### config.mk
export PLATFORM = sky130hd
export DESIGN_NAME = sync_barrier_ctrl
export DESIGN_NICKNAME = d
export VERILOG_FILES = /design/src/rtl/sync_pkg.sv /design/src/rtl/barrier_timer.sv /design/src/rtl/sync_barrier_ctrl.sv
export SDC_FILE = /design/constraint.sdc
export NUM_CORES = 1
export LEC_CHECK = 0
export BUFFER_PORTS_ARGS = -buffer_cell sky130_fd_sc_hd__buf_4
export CAP_MARGIN = 40
export CORE_ASPECT_RATIO = 0.9
export CORE_MARGIN = 2
export CORE_UTILIZATION = 55
export DETAILED_ROUTE_END_ITERATION = 12
export PLACE_DENSITY = 0.88
export SLEW_MARGIN = 15
export SYNTH_ARGS = -nofsm -noshare
export SYNTH_HDL_FRONTEND = slang
export SYNTH_SLANG_ARGS = --single-unit
### constraint.sdc
create_clock -name clk -period 4.2 [get_ports clk]
set_input_delay 0.84 -clock clk [delete_from_list [all_inputs] [get_ports clk]]
set_output_delay 0.84 -clock clk [all_outputs]
set_load 0.05 [all_outputs]
### src/rtl/sync_pkg.sv
// Shared types and default widths for the barrier scheduler.
package sync_pkg;

  localparam int NUM_CPU_DEF = 4;
  localparam int TMO_W_DEF   = 16;
  localparam int CNT_W_DEF   = 16;

  typedef enum logic [2:0] {
    ST_IDLE    = 3'd0,
    ST_GATHER  = 3'd1,
    ST_RELEASE = 3'd2,
    ST_DRAIN   = 3'd3,
    ST_ERROR   = 3'd4
  } state_e;

endpackage

### src/rtl/barrier_timer.sv
// Saturating straggler timer; hits one cycle before reaching the threshold.
module barrier_timer
  import sync_pkg::*;
#(
  parameter int W = TMO_W_DEF
) (
  input  logic         clk,
  input  logic         reset,
  input  logic         clr,
  input  logic         inc,
  input  logic [W-1:0] thr,
  output logic         hit
);

  logic [W-1:0] count;

  always_ff @(posedge clk or negedge reset) begin
    if (!reset)                        count <= '0;
    else if (clr)                      count <= '0;
    else if (inc && (count != '1))     count <= count + 1'b1;
  end

  // A zero threshold disables the timeout entirely.
  assign hit = (thr != '0) && (count == (thr - 1'b1));

endmodule

### src/rtl/sync_barrier_ctrl.sv
// Barrier scheduler: gathers per-core syncs, releases masked cores with a
// one-cycle continue pulse, and flags stragglers on timeout.
module sync_barrier_ctrl
  import sync_pkg::*;
#(
  parameter int NUM_CPU = NUM_CPU_DEF,
  parameter int TMO_W   = TMO_W_DEF,
  parameter int CNT_W   = CNT_W_DEF
) (
  input  logic               clk,
  input  logic               reset,
  input  logic               enable,
  input  logic               cfg_load,
  input  logic [NUM_CPU-1:0] cfg_mask,
  input  logic [TMO_W-1:0]   cfg_timeout,
  input  logic               clear_err,
  input  logic [NUM_CPU-1:0] cpu_sync,
  input  logic [NUM_CPU-1:0] cpu_halt,
  output logic [NUM_CPU-1:0] cpu_continue,
  output logic [CNT_W-1:0]   barrier_count,
  output logic [NUM_CPU-1:0] err_mask,
  output logic               timeout_err,
  output logic               all_halted,
  output logic               busy
);

  localparam logic [2:0] S_IDLE    = ST_IDLE;
  localparam logic [2:0] S_GATHER  = ST_GATHER;
  localparam logic [2:0] S_RELEASE = ST_RELEASE;
  localparam logic [2:0] S_DRAIN   = ST_DRAIN;
  localparam logic [2:0] S_ERROR   = ST_ERROR;

  logic [2:0]         state_q, state_d;
  logic [NUM_CPU-1:0] mask_q, mask_d;
  logic [TMO_W-1:0]   tmo_q, tmo_d;
  logic [NUM_CPU-1:0] arrived_q, arrived_d;
  logic [NUM_CPU-1:0] cont_d, err_d;
  logic [CNT_W-1:0]   cnt_d;
  logic [NUM_CPU-1:0] eff_arr;
  logic               complete, tmr_clr, tmr_inc, tmr_hit, abort;

  // Halted cores count as arrived so a parked core never blocks the barrier.
  assign eff_arr  = (arrived_q | cpu_sync | cpu_halt) & mask_q;
  assign complete = (mask_q != '0) && (eff_arr == mask_q);
  assign abort    = !enable && ((state_q == S_GATHER) || (state_q == S_RELEASE) ||
                                (state_q == S_DRAIN));

  barrier_timer #(.W(TMO_W)) u_timer (
    .clk   (clk),
    .reset (reset),
    .clr   (tmr_clr),
    .inc   (tmr_inc),
    .thr   (tmo_q),
    .hit   (tmr_hit)
  );

  always_comb begin
    state_d   = state_q;
    mask_d    = mask_q;
    tmo_d     = tmo_q;
    arrived_d = arrived_q;
    cont_d    = '0;
    cnt_d     = barrier_count;
    err_d     = err_mask;
    tmr_clr   = 1'b0;
    tmr_inc   = 1'b0;
    if (abort) begin
      state_d   = S_IDLE;
      arrived_d = '0;
      tmr_clr   = 1'b1;
    end else begin
      case (state_q)
        S_IDLE: begin
          tmr_clr = 1'b1;
          if (cfg_load) begin
            mask_d = cfg_mask;
            tmo_d  = cfg_timeout;
          end
          if (enable) begin
            state_d   = S_GATHER;
            arrived_d = '0;
          end
        end
        S_GATHER: begin
          arrived_d = arrived_q | (cpu_sync & mask_q);
          tmr_inc   = (arrived_q != '0);
          // Completion takes priority over a timeout on the same edge.
          if (complete) begin
            state_d = S_RELEASE;
          end else if (tmr_hit) begin
            state_d = S_ERROR;
            err_d   = mask_q & ~eff_arr;
          end
        end
        S_RELEASE: begin
          cont_d    = mask_q & ~cpu_halt;
          cnt_d     = barrier_count + 1'b1;
          arrived_d = '0;
          tmr_clr   = 1'b1;
          state_d   = S_DRAIN;
        end
        S_DRAIN: begin
          // Hold until released syncs drop so one level is not counted twice.
          if ((cpu_sync & mask_q) == '0) state_d = S_GATHER;
        end
        S_ERROR: begin
          tmr_clr = 1'b1;
          if (clear_err) begin
            state_d = S_IDLE;
            err_d   = '0;
          end
        end
        default: begin
          state_d   = S_IDLE;
          arrived_d = '0;
          tmr_clr   = 1'b1;
        end
      endcase
    end
  end

  always_ff @(posedge clk or negedge reset) begin
    if (!reset) begin
      state_q       <= S_IDLE;
      mask_q        <= '0;
      tmo_q         <= '0;
      arrived_q     <= '0;
      cpu_continue  <= '0;
      barrier_count <= '0;
      err_mask      <= '0;
      timeout_err   <= 1'b0;
      all_halted    <= 1'b0;
      busy          <= 1'b0;
    end else begin
      state_q       <= state_d;
      mask_q        <= mask_d;
      tmo_q         <= tmo_d;
      arrived_q     <= arrived_d;
      cpu_continue  <= cont_d;
      barrier_count <= cnt_d;
      err_mask      <= err_d;
      timeout_err   <= (state_d == S_ERROR);
      all_halted    <= (mask_q != '0) && ((cpu_halt & mask_q) == mask_q);
      busy          <= (state_d != S_IDLE);
    end
  end

endmodule

Word-level counts from Yosys, hierarchy flattened

Cells that the tools add are included.

Word-level logic and storage cells: 83
Register bits after elaboration: 70
Output and inout bits: 27
Input bits: 33

Muxes and demuxes: 22
Bitwise operators: 11
$add $sub $neg: 3
Equality and inequality tests: 14
Reductions and logical operators: 22

Operators by type and width:

| cell                                                                  | count |
|---|---|
| 16-bit by 1-bit adder with 16-bit output, second input constant       | 2 |
| 16-bit 2-to-1 mux                                                     | 2 |
| 4-bit 2-to-1 mux                                                      | 7 |
| 4-bit bitwise AND                                                     | 5 |
| 3-bit 2-to-1 mux                                                      | 6 |
| 16-bit equality test                                                  | 1 |
| 16-bit != test, second input constant                                 | 1 |
| 16-bit nonzero test                                                   | 1 |
| 16-bit by 1-bit subtractor with 16-bit output, second input constant  | 1 |
| 3-bit one-hot mux with 5 select lines                                 | 1 |
| 4-bit OR                                                              | 3 |
| 4-bit one-hot mux with 3 select lines                                 | 1 |
| 4-bit equality test                                                   | 2 |
| 4-bit inverter                                                        | 2 |
| 4-bit one-hot mux with 2 select lines                                 | 1 |
| 4-bit nonzero test                                                    | 2 |
| 3-bit by 2-bit equality test with 1-bit output, second input constant | 2 |
| 3-bit equality test, second input constant                            | 2 |
| 2-bit != test, second input constant                                  | 3 |
| 1-bit logical AND                                                     | 5 |
| 5-bit AND reduction                                                   | 1 |
| 4-bit zero test                                                       | 1 |
| 1-bit 2-to-1 mux                                                      | 4 |
| 2-bit AND reduction                                                   | 2 |
| 11 further kinds                                                      | 14 |

Longest topological paths before layout

Depth in word-level cells: 9
Depth in mapped cells: 11
Depth with buffers taken out: 10

By module

A second synthesis with hierarchy kept.

Cells, all modules: 348
Area total of the unflattened synthesis: 3658.5 µm²

By module, submodules not included:

| module            | times used | area an instance (µm²) | cells each | seq. area each (µm²) |
|---|---|---|---|---|
| sync_barrier_ctrl | 1          | 2290.9                 | 181        | 1351.3 |
| barrier_timer     | 1          | 1367.6                 | 167        | 400.4 |

Worst setup path after synthesis

Ideal clock, no wire load.

Kind: register to register
Start point: register tmo_q[0]
End point: register busy
Data required time: 4076 ps
Library setup time: 124 ps
Arrival time: 2615 ps
Clock period less this slack: 2739 ps
Stages on the path, launching flop included: 11
Path slack: 1461 ps
Buffers on the path: 1
Path through: dfrtp_1 inv_1 ha_1 buf_2 nor3b_1 nand3_1 a211o_1 a31oi_1 nor4_4 o21bai_2 a211o_1

Cells in the longest elaborated chain, start to end: 8
Elaborated cells on any way between the ends: 9
Those cells by class: 1 x add/sub; 1 x eq/ne; 4 x mux; 3 x reduce/logical

Ends and longest elaborated chain:

| what                                          | line                     | RTL |
|---|---|---|
| from (decl)                                   | sync_barrier_ctrl.sv:35  | `logic [TMO_W-1:0] tmo_q, tmo_d;` |
| from (signal assigned)                        | sync_barrier_ctrl.sv:137 | `tmo_q <= tmo_d;` |
| 16-bit by 1-bit subtractor with 16-bit output | barrier_timer.sv:24      | `assign hit = (thr != '0) && (count == (thr - 1'b1));` |
| 16-bit equality test                          | barrier_timer.sv:24      |  |
| 1-bit logical AND *                           | barrier_timer.sv:24      |  |
| 3-bit 2-to-1 mux *                            | sync_barrier_ctrl.sv:90  | `end else if (tmr_hit) begin` |
| 3-bit 2-to-1 mux *                            | sync_barrier_ctrl.sv:88  | `if (complete) begin` |
| 3-bit one-hot mux with 5 select lines *       | sync_barrier_ctrl.sv:72  | `case (state_q)` |
| 3-bit 2-to-1 mux *                            | sync_barrier_ctrl.sv:67  | `if (abort) begin` |
| via state_d[2]                                | sync_barrier_ctrl.sv:33  | `logic [2:0] state_q, state_d;` |
| 3-bit nonzero test *                          | sync_barrier_ctrl.sv:144 | `busy <= (state_d != S_IDLE);` |
| to (signal assigned)                          | sync_barrier_ctrl.sv:144 |  |
| to (decl)                                     | sync_barrier_ctrl.sv:24  | `output logic busy` |

Mark *: on every way through the listed nets, which the timed path passes. The rest lies on a longest branch.
A chain may end at the register's enable or synchronous reset.

Worst setup path after layout

Ends and elaborated chain as after synthesis.

==> results.txt <==
----------------------------------------------------
[Run status]
  Result of the run ... completed

[Routing]
  Count of TritonRoute iterations in the first routing pass ... 5
  Overall via count from detail_route ... 2951
  Residual DRC ... 0
  Count of nets left with antenna violations after detail routing ... 0
  Detailed Route Iter0 Violations ... 191
  WL/cell ... 16.30 µm
  Wire length after detailed routing ... 8376 µm
  Post-detailed-route via-to-cell ratio ... 5.741

[Synth]
  Area share of xor/xnor cells in the synthesized design ... 11.91%
  Most frequent cells after synthesis ... 70 x sky130_fd_sc_hd__dfrtp_1, 36 x sky130_fd_sc_hd__nor2_1, 32 x sky130_fd_sc_hd__nand2_1
  Area share of fa/ha/maj cells after synthesis ... 1.361%
  Synthesized net count ... 395
  Area share of the leading cell type in the synthesized netlist ... 47.64%
  Share of the synthesized area in compound gates (AO/OA/AOI/OAI) ... 7.213%
  Count of state elements after synthesis ... 70
  Post-synthesis instance total ... 358
  Largest family of logic cells by synthesized area ... simple AND/OR/NAND/NOR gates
  Most numerous cell in the Yosys netlist ... sky130_fd_sc_hd__dfrtp_1
  Ranking of synthesized cells by area ... sky130_fd_sc_hd__dfrtp_1 48%, sky130_fd_sc_hd__xnor2_1 7.4%, sky130_fd_sc_hd__mux2_2 5.5%
  Most used DFF post-synth ... sky130_fd_sc_hd__dfrtp_1
  Summed instance area of the synthesized netlist ... 3677 µm²
  Number of synthesized flops with an enable pin ... 0
  Simple-gate area share of the yosys netlist ... 22.52%
  Most area-hungry cell type in the Yosys netlist ... sky130_fd_sc_hd__dfrtp_1
  Share of synthesized area spent on multiplexers ... 7.145%
  Per-instance average area after synthesis ... 10.27 µm²
  Synth warnings ... 0
  Sequential cell area fraction in the yosys report ... 47.64%
  Ys async rst share ... 100.0%
  Yosys cell types ... 45

[Final layout]
  Antenna Cells ... 0
  Layout cell share with drive strength beyond 1 ... 24.76%
  Synth-to-layout area growth ... 20.55%
  Post-route core utilization ... 68.03%
  Final instance count without filler cells ... 514
  Post-route cell area ... 4433 µm²
  Fin nets ... 456

[STA]
  Maximum frequency from static timing analysis ... 0.3081 GHz
  Final setup fails ... 0
  Tcrit/Tclk final ... 77.29%
  Pin slew with the least headroom to its limit ... 0.7113 ns
  Number of hold-slack violations in the final timing report ... 0
  Worst hold slack across all endpoints ... 0.3615 ns
  Max Clock Skew ... 0.009851 ns
  Relative slew slack ... 51.95%
  Minimum clock period after layout ... 3.246 ns
  Max-slew violation total from the final report ... 0
  RSZ-0062 raised after global routing ... no
  TNS Setup ... 0 ns

[Clocking]
  TritonCTS clock tree ... done
  Clk Tree Root Cell ... sky130_fd_sc_hd__clkbuf_8
  Clock Pin Slew Worst Setup and Hold Paths ... 0.08 ns
  Buffers inserted by post-CTS timing repair ... 0
  Clock H-tree levels ... 3
  CTS Buffer Depth ... 2
  CTS sink cnt ... 70
  CTS Hold Buffers Added ... 0
  Skew-Pair Late Insertion Delay ... 0.36 ns
  Num CTS Buffers ... 9
  Quantity of gates resized following cts ... 0

[Die]
  Die ar. ... 7357 µm²
  Core area ... 6516 µm²
  Initial standard-cell utilization of the core ... 56.43%
  Die width ... 90.19 µm
  Die Ht ... 81.57 µm
  Cell row count ... 28
  IO Pins ... 60

[Critical path]
  Data required, critical path ... 4.50 ns
  CP max FO ... 9
  Register-to-register path setup slack ... 0.95 ns
  Category of the worst setup path capture point ... flop
  Startpoint of the worst-slack reg-to-reg timing path ... tmo_q[0]
  Kind of critical path ... flop to flop
  Arrival time at the worst endpoint ... 3.54 ns
  Destination of the worst register-to-register timing path ... busy
  Crit. Startpoint ... tmo_q[0]
  Kind of start point of the critical path ... flop
  Reg2reg path depth ... 10

[Placement]
  Count of placed standard cells including taps ... 498
  RD Place Congestion ... 0.8589
  Instance area after placement ... 4227 µm²
  Number of buffer cells added on primary ports ... 59
  Hpwl dp ... 6008 µm

[Global routing]
  Number of antenna violations at the first check in global routing ... 0
  Number of global-route vias before repair ... 2840
  Total grt overflow ... 0
  Maximum number of pins on one net before global-route repair ... 52
  First-pass GRT wire length ... 13370 µm
  GRT Util Overall ... 23.23%

[Hold path]
  Tightest Hold Check Type ... primary input to asynchronous set/reset pin

[Pwr]
  Highest ir drop seen on vdd ... 254.3 µV
  Areal power density over the cells ... 496.5 nW/µm²
  Standby leakage power ... 1.920 nW

[Job]
  Max-capacitance violation count ... 0

----------------------------------------------------
[cell families (layout without fill, tap and decap cells)]
kind of cell             Yosys count  count (layout)
AND/OR/NAND/NOR                  155             155
flip-flops                        70              70
XOR/XNOR                          50              50
AO/OA/AOI/OAI                     36              36
multiplexers                      24              24
buffers and inverters             19              85
adder cells (fa/ha/maj)            4               4
[per-layer routing]
metal	part of all wire, %	global-route usage [%]	vias up
met3	4.5	4.862	21
met1	45	30.53	1438
li1	-	-	1394
met2	49	37.74	98
met4	2.2	10.62	0
met5	0	0	-
[power by group]
group          internal (mW)  total (mW)  switching (mW)  leakage (nW)
clock                  0.294       0.570           0.275         0.103
sequential             0.781       0.977           0.196         0.922
combinational          0.291       0.654           0.364         0.895
total                   1.37        2.20           0.835          1.92
[state kept, by name (all words and copies together) (netlist names)]
name           cells
mask_q             4
barrier_count     16
all_halted         1
err_mask           4
arrived_q          4
tmo_q             16
u_timer.count     16
busy               1
state_q            3
cpu_continue       4
timeout_err        1
[worst max-delay path: stages (launching register included)]
cell,delay [ns]
sky130_fd_sc_hd__dfrtp_1,0.47
sky130_fd_sc_hd__inv_1,0.15
sky130_fd_sc_hd__ha_1,0.34
sky130_fd_sc_hd__nor3b_1,0.50
sky130_fd_sc_hd__nand3_1,0.29
sky130_fd_sc_hd__nor3b_1,0.30
sky130_fd_sc_hd__a211o_1,0.14
sky130_fd_sc_hd__a31oi_1,0.13
sky130_fd_sc_hd__nor4_4,0.52
sky130_fd_sc_hd__o21bai_2,0.22
sky130_fd_sc_hd__a211o_1,0.12
[placed cells by master (no fill, tap or decap), types with 8 or more instances in the layout]
| cell type | netlist | final |
|---|---|---|
| sky130_fd_sc_hd__dfrtp_1 | 70 | 70 |
| sky130_fd_sc_hd__buf_4 | 0 | 61 |
| sky130_fd_sc_hd__nor2_1 | 36 | 36 |
| sky130_fd_sc_hd__nand2_1 | 32 | 32 |
| sky130_fd_sc_hd__xnor2_1 | 31 | 31 |
| sky130_fd_sc_hd__xor2_1 | 19 | 19 |
| sky130_fd_sc_hd__nand4_1 | 18 | 18 |
| sky130_fd_sc_hd__mux2_2 | 18 | 18 |
| sky130_fd_sc_hd__nand3_1 | 14 | 14 |
| sky130_fd_sc_hd__nor3_1 | 12 | 12 |
| sky130_fd_sc_hd__o21ai_0 | 10 | 10 |
| sky130_fd_sc_hd__clkbuf_8 | 0 | 10 |
| sky130_fd_sc_hd__or3_1 | 8 | 8 |
[layout make-up]
cell class	count	area [µm²]
fillers	505	2083
multi-input cells	269	1851
flip-flops and latches	70	1752
repair buffers	62	485.5
clock buffers	10	137.6
well taps	90	112.6
clock inverters	6	68.82
inverters	7	26.28
[how the worst max path moves through the flow]
stage | end | slack [ns] | depth (start not counted)
2_1_floorplan | busy | 1.46 | 10
3_3_place_gp | busy | 1.27 | 10
3_5_place_dp | busy | 1.01 | 10
4_1_cts | busy | 0.99 | 10
5_1_grt | busy | 0.66 | 10
6_report | busy | 0.95 | 10
[through the flow]
step / total power [mW] / setup slack, ns
CTS: 2.197 / 0.9925
finish: 2.201 / 0.9538
global placement: 1.597 / 1.267
floorplan: 1.432 / 1.461
detailed placement: 1.626 / 1.008
global route: 2.317 / 0.6601
(Power assumes the default switching activity.)
